[config.mk]
export PLATFORM = sky130hd
export DESIGN_NAME = shift_count_controller
export DESIGN_NICKNAME = d
export VERILOG_FILES = /design/src/rtl/shift_count_controller.sv
export SDC_FILE = /design/constraint.sdc
export NUM_CORES = 1
export LEC_CHECK = 0
export CAP_MARGIN = 20
export CORE_ASPECT_RATIO = 0.6
export CORE_MARGIN = 2
export CORE_UTILIZATION = 40
export CTS_BUF_LIST = sky130_fd_sc_hd__clkbuf_8
export DETAILED_ROUTE_END_ITERATION = 12
export DONT_BUFFER_PORTS = 1
export GPL_TIMING_DRIVEN = 0
export PLACE_DENSITY = 0.65
export SYNTH_ARGS = -nofsm -noshare
export SYNTH_HDL_FRONTEND = slang
export SYNTH_SLANG_ARGS = --single-unit
[constraint.sdc]
create_clock -name clk -period 3.3 [get_ports clk]
set_input_delay 0.495 -clock clk [delete_from_list [all_inputs] [get_ports clk]]
set_output_delay 0.495 -clock clk [all_outputs]
set_load 0.1 [all_outputs]
[src/rtl/shift_count_controller.sv]
// Serial timer sequencer: finds PATTERN on data, shifts in a DELAY_W-bit delay, times it, waits for ack.
// Define SHIFT_CTRL_ABORT_EN to add the abort input.
module shift_count_controller #(
   parameter logic [3:0] PATTERN          = 4'b1101,
   parameter int         DELAY_W          = 4,
   parameter int         CYCLES_PER_COUNT = 1000
) (
   input  logic               clk,
   input  logic               reset,
`ifdef SHIFT_CTRL_ABORT_EN
   input  logic               abort,
`endif
   input  logic               data,
   input  logic               ack,
   output logic               shift_ena,
   output logic               counting,
   output logic               done,
   output logic [DELAY_W-1:0] count
);

   localparam int CW = $clog2(CYCLES_PER_COUNT + 1);
   localparam int BW = (DELAY_W > 1) ? $clog2(DELAY_W) : 1;
   localparam logic [CW-1:0] CYC_LAST = CW'(CYCLES_PER_COUNT - 1);
   localparam logic [BW-1:0] BIT_LAST = BW'(DELAY_W - 1);

   typedef enum logic [1:0] {
      SEARCH   = 2'd0,
      SHIFT    = 2'd1,
      COUNT    = 2'd2,
      WAIT_ACK = 2'd3
   } state_t;

   state_t             state_r, state_s;
   logic [1:0]         det_r, det_s;
   logic [DELAY_W-1:0] delay_r, delay_s;
   logic [BW-1:0]      bit_r, bit_s;
   logic [CW-1:0]      cyc_r, cyc_s;
   logic [DELAY_W-1:0] count_r, count_s;
   logic               shift_ena_r, counting_r, done_r;
   logic               shift_ena_s, counting_s, done_s;
   logic               abort_s;
   logic [2:0]         prefix_s;
   logic [DELAY_W-1:0] shifted_s;

   // Longest PATTERN prefix that is a suffix of (matched prefix of length ph, then din); 4 = full match.
   function automatic logic [2:0] prefix_next(input logic [1:0] ph, input logic din);
      logic [3:0] s;
      logic [3:0] r;
      logic [2:0] best;
      s = PATTERN;
      s[2'd3 - ph] = din;
      r = s >> (2'd3 - ph);
      best = 3'd0;
      for (int l = 1; l <= 4; l++) begin
         if ((l <= int'(ph) + 1) && (((r ^ (PATTERN >> (4 - l))) & ~(4'hF << l)) == 4'h0)) begin
            best = 3'(l);
         end else begin
            best = best;
         end
      end
      return best;
   endfunction

`ifdef SHIFT_CTRL_ABORT_EN
   assign abort_s = abort;
`else
   assign abort_s = 1'b0;
`endif

   assign prefix_s  = prefix_next(det_r, data);
   assign shifted_s = DELAY_W'({delay_r, data});

   // State and datapath registers.
   always_ff @(posedge clk) begin
      if (reset) begin
         state_r <= SEARCH;
         det_r   <= 2'd0;
         delay_r <= '0;
         bit_r   <= '0;
         cyc_r   <= '0;
         count_r <= '0;
      end else begin
         state_r <= state_s;
         det_r   <= det_s;
         delay_r <= delay_s;
         bit_r   <= bit_s;
         cyc_r   <= cyc_s;
         count_r <= count_s;
      end
   end

   // Next-state and datapath update.
   always_comb begin
      state_s = state_r;
      det_s   = det_r;
      delay_s = delay_r;
      bit_s   = bit_r;
      cyc_s   = cyc_r;
      count_s = count_r;
      case (state_r)
         SEARCH: begin
            if (abort_s) begin
               det_s = 2'd0;
            end else if (prefix_s == 3'd4) begin
               state_s = SHIFT;
               det_s   = 2'd0;
               delay_s = '0;
               bit_s   = '0;
            end else begin
               det_s = prefix_s[1:0];
            end
         end
         SHIFT: begin
            if (abort_s) begin
               state_s = SEARCH;
               det_s   = 2'd0;
               count_s = '0;
               bit_s   = '0;
            end else if (bit_r == BIT_LAST) begin
               state_s = COUNT;
               delay_s = shifted_s;
               count_s = shifted_s;
               cyc_s   = '0;
               bit_s   = '0;
            end else begin
               delay_s = shifted_s;
               bit_s   = bit_r + BW'(1);
            end
         end
         COUNT: begin
            if (abort_s) begin
               state_s = SEARCH;
               det_s   = 2'd0;
               count_s = '0;
               cyc_s   = '0;
            end else if (cyc_r == CYC_LAST) begin
               cyc_s = '0;
               if (count_r == '0) begin
                  state_s = WAIT_ACK;
               end else begin
                  count_s = count_r - DELAY_W'(1);
               end
            end else begin
               cyc_s = cyc_r + CW'(1);
            end
         end
         WAIT_ACK: begin
            if (abort_s || ack) begin
               state_s = SEARCH;
               det_s   = 2'd0;
               count_s = '0;
            end else begin
               state_s = WAIT_ACK;
            end
         end
         default: begin
            state_s = SEARCH;
            det_s   = 2'd0;
            delay_s = '0;
            bit_s   = '0;
            cyc_s   = '0;
            count_s = '0;
         end
      endcase
   end

   // Output decode from the upcoming state, so the flags are registered yet aligned with the state.
   always_comb begin
      shift_ena_s = 1'b0;
      counting_s  = 1'b0;
      done_s      = 1'b0;
      case (state_s)
         SHIFT:    shift_ena_s = 1'b1;
         COUNT:    counting_s  = 1'b1;
         WAIT_ACK: done_s      = 1'b1;
         default:  shift_ena_s = 1'b0;
      endcase
   end

   // Output flag registers.
   always_ff @(posedge clk) begin
      if (reset) begin
         shift_ena_r <= 1'b0;
         counting_r  <= 1'b0;
         done_r      <= 1'b0;
      end else begin
         shift_ena_r <= shift_ena_s;
         counting_r  <= counting_s;
         done_r      <= done_s;
      end
   end

   assign shift_ena = shift_ena_r;
   assign counting  = counting_r;
   assign done      = done_r;
   assign count     = count_r;

endmodule

==> flow_summary.json, run 1 <==
{
  "outcome": "finished clean",
  "drt-pass1-iter-count": 4,
  "syn_nets": 187,
  "critPathSlowestCell": "dfxtp_1",
  "finalSetupTns_ps": 0,
  "register_area_sq_um": 520,
  "ios": 11,
  "synth_top_area_cell": "dfxtp_1",
  "finalClockSkew_ps": 4.05,
  "post_cts_buffers": 0,
  "fill_cells": 355,
  "ant_nets": 0,
  "grt_pass1_wl_mm": 5.82,
  "required_ps": 3450,
  "synth_area_leaders": "dfxtp_1, ha_1, inv_1",
  "grt_pass1_vias": 1272,
  "ys_seq_elements": 26,
  "r2r-end": "count[2]",
  "min_path_type": "in -> reg",
  "regToRegSetupSlack_ps": 730,
  "initial_core_util": 0.417,
  "globalplace.congestion": 0.969,
  "cp_cell_sequence": "inv_1, ha_1, nand4bb_1, nand4_1, o311ai_0, o31ai_1",
  "final.period_utilization": 0.779,
  "ctsResizeCount": 0,
  "clock-sinks": 26,
  "holdPathStages": 1,
  "die_h_um": 51.9,
  "ctsRootBufferMaster": "clkbuf_8",
  "hold_end": "delay_r[0]",
  "synth_top_area_share": 0.341,
  "period_minus_slack_ps": 2570,
  "cts-buffers-inserted": 3,
  "maxClockFrequency_mhz": 389,
  "wl_mm": 3.39,
  "startpoint_type": "register",
  "clk_latency_ps": 270,
  "die-area_sq_um": 4340,
  "drt_iter0_drc": 67,
  "crit_arrival_ps": 2720,
  "maxCapViolCount": 0,
  "clockBufferDepth": 2,
  "syn_to_final_growth_pct": 8.52,
  "rsz0062_at_grt": "no",
  "cts_tree": "done",
  "synth-edff-count": 0,
  "avgSynthCellArea_sq_um": 8.98,
  "setup_viol": 0,
  "h-tree-depth": 1,
  "antenna_found_initial": 0,
  "peakVddDrop_uv": 538,
  "ys.flop_type": "dfxtp_1",
  "worstSetupEndpointType": "register",
  "timing.critical_path.fanout_max": 5,
  "finalPower_mw": 1.37,
  "finalMaxSlewViolations": 0,
  "finalHoldViolCount": 0,
  "avgViaCountPerCell": 5.83,
  "dp.final_hpwl_mm": 2.60,
  "drive_above_1_share": 0.0862,
  "syn_area_sq_um": 1530,
  "rr_worst_depth": 6,
  "overflow": 0,
  "postCtsHoldBufs": 0,
  "netlist_instances": 170,
  "grt_max_degree": 16,
  "p_leak_nw": 0.588,
  "min_from": "data",
  "wl_per_cell_um": 15.3,
  "async_flop_share": 0,
  "clk_pin_slew_ps": 90,
  "max_stage_delay_ps": 990,
  "crit_type": "reg -> reg",
  "drc": 0,
  "port_buffers": 0,
  "coreArea_sq_um": 3660,
  "multiInputGateArea_sq_um": 930,
  "yosysWarnings": 0,
  "via_count": 1288,
  "placementRows": 17,
  "synth_seq_area_share": 0.341,
  "fp.dieW_um": 83.8,
  "fin_nets": 192,
  "track_usage": 0.170,
  "r2r-start": "count[0]",
  "timing.hold.ws_ps": 349,
  "diodes": 0,
  "powerDensity_nw_per_um2": 826,
  "ys_types": 51,
  "worstMarginPinSlew_ps": 1070,
  "relSlewSlack": 0.287
}
==> where the power goes <==
part	total, mW	internal (mW)	leakage (nW)	switching [mW]
combinational	0.515	0.208	0.342	0.307
sequential	0.591	0.362	0.211	0.230
clock	0.263	0.162	0.0357	0.101
==> per-layer routing <==
layer	share of wire	vias to the layer above	GRT usage
li1	-	642	-
met1	0.53	616	0.230
met5	0	-	0
met2	0.42	28	0.268
met3	0.047	2	0.0476
met4	0.0041	0	0.0484
==> cell families (layout without fill, tap and decap cells) <==
kind of cell,count (synthesis),in the layout,synth area share
AOI/OAI and AO/OA,46,46,0.238
and+or+nand+nor,59,59,0.216
adders and majority gates,13,13,0.107
buffers and inverters,18,22,0.0500
xor gates and xnor gates,5,5,0.0287
DFF,26,26,0.341
muxes,3,3,0.0205
==> how the worst max path moves through the flow <==
stage          cells after the start     start  endpoint  slack [ps]
3_5_place_dp                       6  count[0]  count[1]         740
5_1_grt                            6  count[0]  count[1]         500
4_1_cts                            6  count[0]  count[1]         730
2_1_floorplan                      6  count[0]  count[1]        1070
6_report                           6  count[0]  count[2]         730
3_3_place_gp                       6  count[0]  count[1]         800
==> placed cells by master (no fill, tap or decap), drive strengths merged, types with 2 or more instances in the layout <==
cell / n
a211oi: 3
a21oi: 7
a22o: 5
a31oi: 2
a32oi: 2
buf: 2
clkbuf: 5
dfxtp: 26
ha: 13
inv: 14
mux2i: 2
nand2: 10
nand2b: 5
nand3: 2
nand4: 2
nor2: 14
nor2b: 3
nor3: 8
nor3b: 2
nor4: 3
o211ai: 4
o21ai: 4
o2bb2ai: 2
o311ai: 2
o31a: 2
o31ai: 3
xnor2: 5
==> registers in the layout (all words and copies together), names as in the netlist <==
signal and flops:
state_r 2, delay_r 3, shift_ena 1, done 1, bit_r 2, counting 1
det_r 2, cyc_r 10, count 4
==> cell usage after synthesis, drive strengths merged (2+ instances only) <==
library cell	count
a211oi	3
a21oi	7
a22o	5
a31oi	2
a32oi	2
buf	2
clkbuf	2
dfxtp	26
ha	13
inv	14
mux2i	2
nand2	10
nand2b	5
nand3	2
nand4	2
nor2	14
nor2b	3
nor3	8
nor3b	2
nor4	3
o211ai	4
o21ai	4
o2bb2ai	2
o311ai	2
o31a	2
o31ai	3
xnor2	5
==> through the flow <==
stage | util | setup WS (ps) | cell area, sq um | cells
floorplan | - | 1070 | 1530 | 170
CTS | 0.453 | 727 | 1660 | 221
finish | 0.453 | 730 | 1660 | 221
global route | 0.453 | 500 | 1660 | 221
detailed placement | 0.433 | 737 | 1590 | 217
global placement | 0.433 | 799 | 1590 | 217
==> worst max-delay path, delay by kind of cell (launching register included) <==
family	cells	cell delay (ps)
AOI/OAI and AO/OA	2	560
adders and majority gates	1	280
buffers and inverters	1	240
DFF	1	990
and+or+nand+nor	2	380
==> cell type report <==
cell class,instances,area share
buffer,4,0.0144
clock buffer,3,0.0249
clock inverter,1,0.0181
inverter,14,0.0317
multi-input combinational,126,0.561
sequential,26,0.314
tap,47,0.0355
Power figures use the tool's default switching activity.
==> inputs of run 2 (changes only) <==
--- a/config.mk
+++ b/config.mk
@@ -13,7 +13,7 @@
 export DETAILED_ROUTE_END_ITERATION = 12
 export DONT_BUFFER_PORTS = 1
 export GPL_TIMING_DRIVEN = 0
-export PLACE_DENSITY = 0.65
+export PLACE_DENSITY = 0.67
 export SYNTH_ARGS = -nofsm -noshare
 export SYNTH_HDL_FRONTEND = slang
 export SYNTH_SLANG_ARGS = --single-unit
==> constraint.sdc (replaced) <==
create_clock -name clk -period 2.3 [get_ports clk]
set_input_delay 0.345 -clock clk [delete_from_list [all_inputs] [get_ports clk]]
set_output_delay 0.345 -clock clk [all_outputs]
set_load 0.1 [all_outputs]
==> flow_summary.json, run 2 (same netlist as run 1, synthesis figures left out) <==
{
  "fin_nets": 192,
  "globalplace.congestion": 0.830,
  "initial_core_util": 0.417,
  "grt_max_degree": 14,
  "via_count": 1270,
  "overflow": 0,
  "final.period_utilization": 0.929,
  "die_h_um": 51.9,
  "rr_worst_depth": 6,
  "dp_cells": 217,
  "placementRows": 17,
  "cp_num_buf_inv": 1,
  "clockBufferDepth": 2,
  "min_from": "data",
  "dp.final_hpwl_mm": 2.54,
  "syn_to_final_growth_pct": 7.87,
  "max_stage_delay_ps": 680,
  "drc": 0,
  "port_buffers": 0,
  "worstSetupEndpointType": "register",
  "final_cells": 220,
  "fill_cells": 370,
  "cts_tree": "done",
  "critPathSlowestCell": "dfxtp_2",
  "peakVddDrop_uv": 699,
  "maxClockFrequency_mhz": 468,
  "track_usage": 0.169,
  "relSlewSlack": 0.378,
  "diodes": 0,
  "design_area_sq_um": 1650,
  "min_path_type": "in -> reg",
  "clk_pin_slew_ps": 80,
  "p_leak_nw": 0.579,
  "wl_mm": 3.37,
  "crit_arrival_ps": 2280,
  "hold_end": "delay_r[0]",
  "timing.critical_path.fanout_max": 5,
  "clock-sinks": 26,
  "clk_latency_ps": 280,
  "r2r-end": "count[1]",
  "cp.depth": 6,
  "layout_commonest_cell": "dfxtp_1",
  "critical-path-top-delay-family": "flip-flops",
  "finalHoldViolCount": 0,
  "cts-buffers-inserted": 3,
  "holdPathStages": 1,
  "worstMarginPinSlew_ps": 932,
  "powerDensity_nw_per_um2": 1130,
  "drt_iter0_drc": 134,
  "antenna_found_initial": 0,
  "setup_viol": 0,
  "finalClockSkew_ps": 7.08,
  "post_cts_buffers": 0,
  "ctsRootBufferMaster": "clkbuf_8",
  "ios": 11,
  "drive_above_1_share": 0.110,
  "required_ps": 2440,
  "startpoint_type": "register",
  "wl_per_cell_um": 15.3,
  "coreArea_sq_um": 3660,
  "top_register": "cyc_r",
  "r2r-start": "count[1]",
  "largest_reg_flops": 10,
  "fp.dieW_um": 83.8,
  "outcome": "finished clean",
  "crit_type": "reg -> reg",
  "period_minus_slack_ps": 2140,
  "grt_pass1_vias": 1175,
  "h-tree-depth": 1,
  "drt-pass1-iter-count": 4,
  "ant_nets": 0,
  "avgViaCountPerCell": 5.77,
  "cp_cell_sequence": "inv_1, ha_1, nand4bb_1, nand4_1, a2111oi_0, a211oi_1",
  "rsz0062_at_grt": "no",
  "regToRegSetupSlack_ps": 160,
  "finalMaxSlewViolations": 0,
  "grt_pass1_wl_mm": 5.78,
  "die-area_sq_um": 4340,
  "maxCapViolCount": 0,
  "final_cell_mix": "dfxtp_1, inv_1, nor2_1",
  "placed_cell_area_sq_um": 1590
}
[run 2: changes by cell type in the layout (fill, tap and decap cells not counted), sizes merged]
cell    delta
bufinv     -1
[run 2: timing repair]
action | in CTS | in global routing
hold buffers | 0 | 0
setup endpoints to repair | 4 | 10
resized for setup | 2 | 6
[run 2: per-layer routing]
layer,global-route usage,up-vias,share of wire
met4,0.0484,0,0.0083
met3,0.0492,5,0.054
met5,0,-,0
met2,0.243,34,0.41
met1,0.243,593,0.53
li1,-,638,-
[run 2: metrics by stage]
step,power [mW],worst slack [ps],TNS [ps],hold WS [ps],utilization
floorplan,1.42,65.7,0,443,-
global placement,1.54,-176,-468,468,0.433
detailed placement,1.57,-245,-741,465,0.433
CTS,1.84,37.4,0,205,0.445
global route,1.98,2.74,0,199,0.450
finish,1.86,164,0,212,0.450
[run 2: how the worst max path moves through the flow]
stage / end / startpoint
floorplan: count[1] / count[0]
global placement: count[1] / count[0]
detailed placement: count[1] / count[0]
CTS: count[1] / count[2]
global route: count[1] / count[1]
finish: count[1] / count[1]
[run 2: layout make-up]
| cell class | instances | area (sq um) | area share |
|---|---|---|---|
| inverters | 14 | 52.6 | 0.0319 |
| well taps | 47 | 58.8 | 0.0357 |
| plain buffers | 4 | 25.0 | 0.0152 |
| multi-input cells | 126 | 941 | 0.571 |
| clock buffers | 3 | 41.3 | 0.0251 |
| flip-flops and latches | 26 | 528 | 0.321 |
[run 2: report_power, final]
group / switching, mW / internal [mW] / leakage (nW)
clock network: 0.144 / 0.118 / 0.0216
logic: 0.440 / 0.302 / 0.344
registers: 0.328 / 0.526 / 0.213
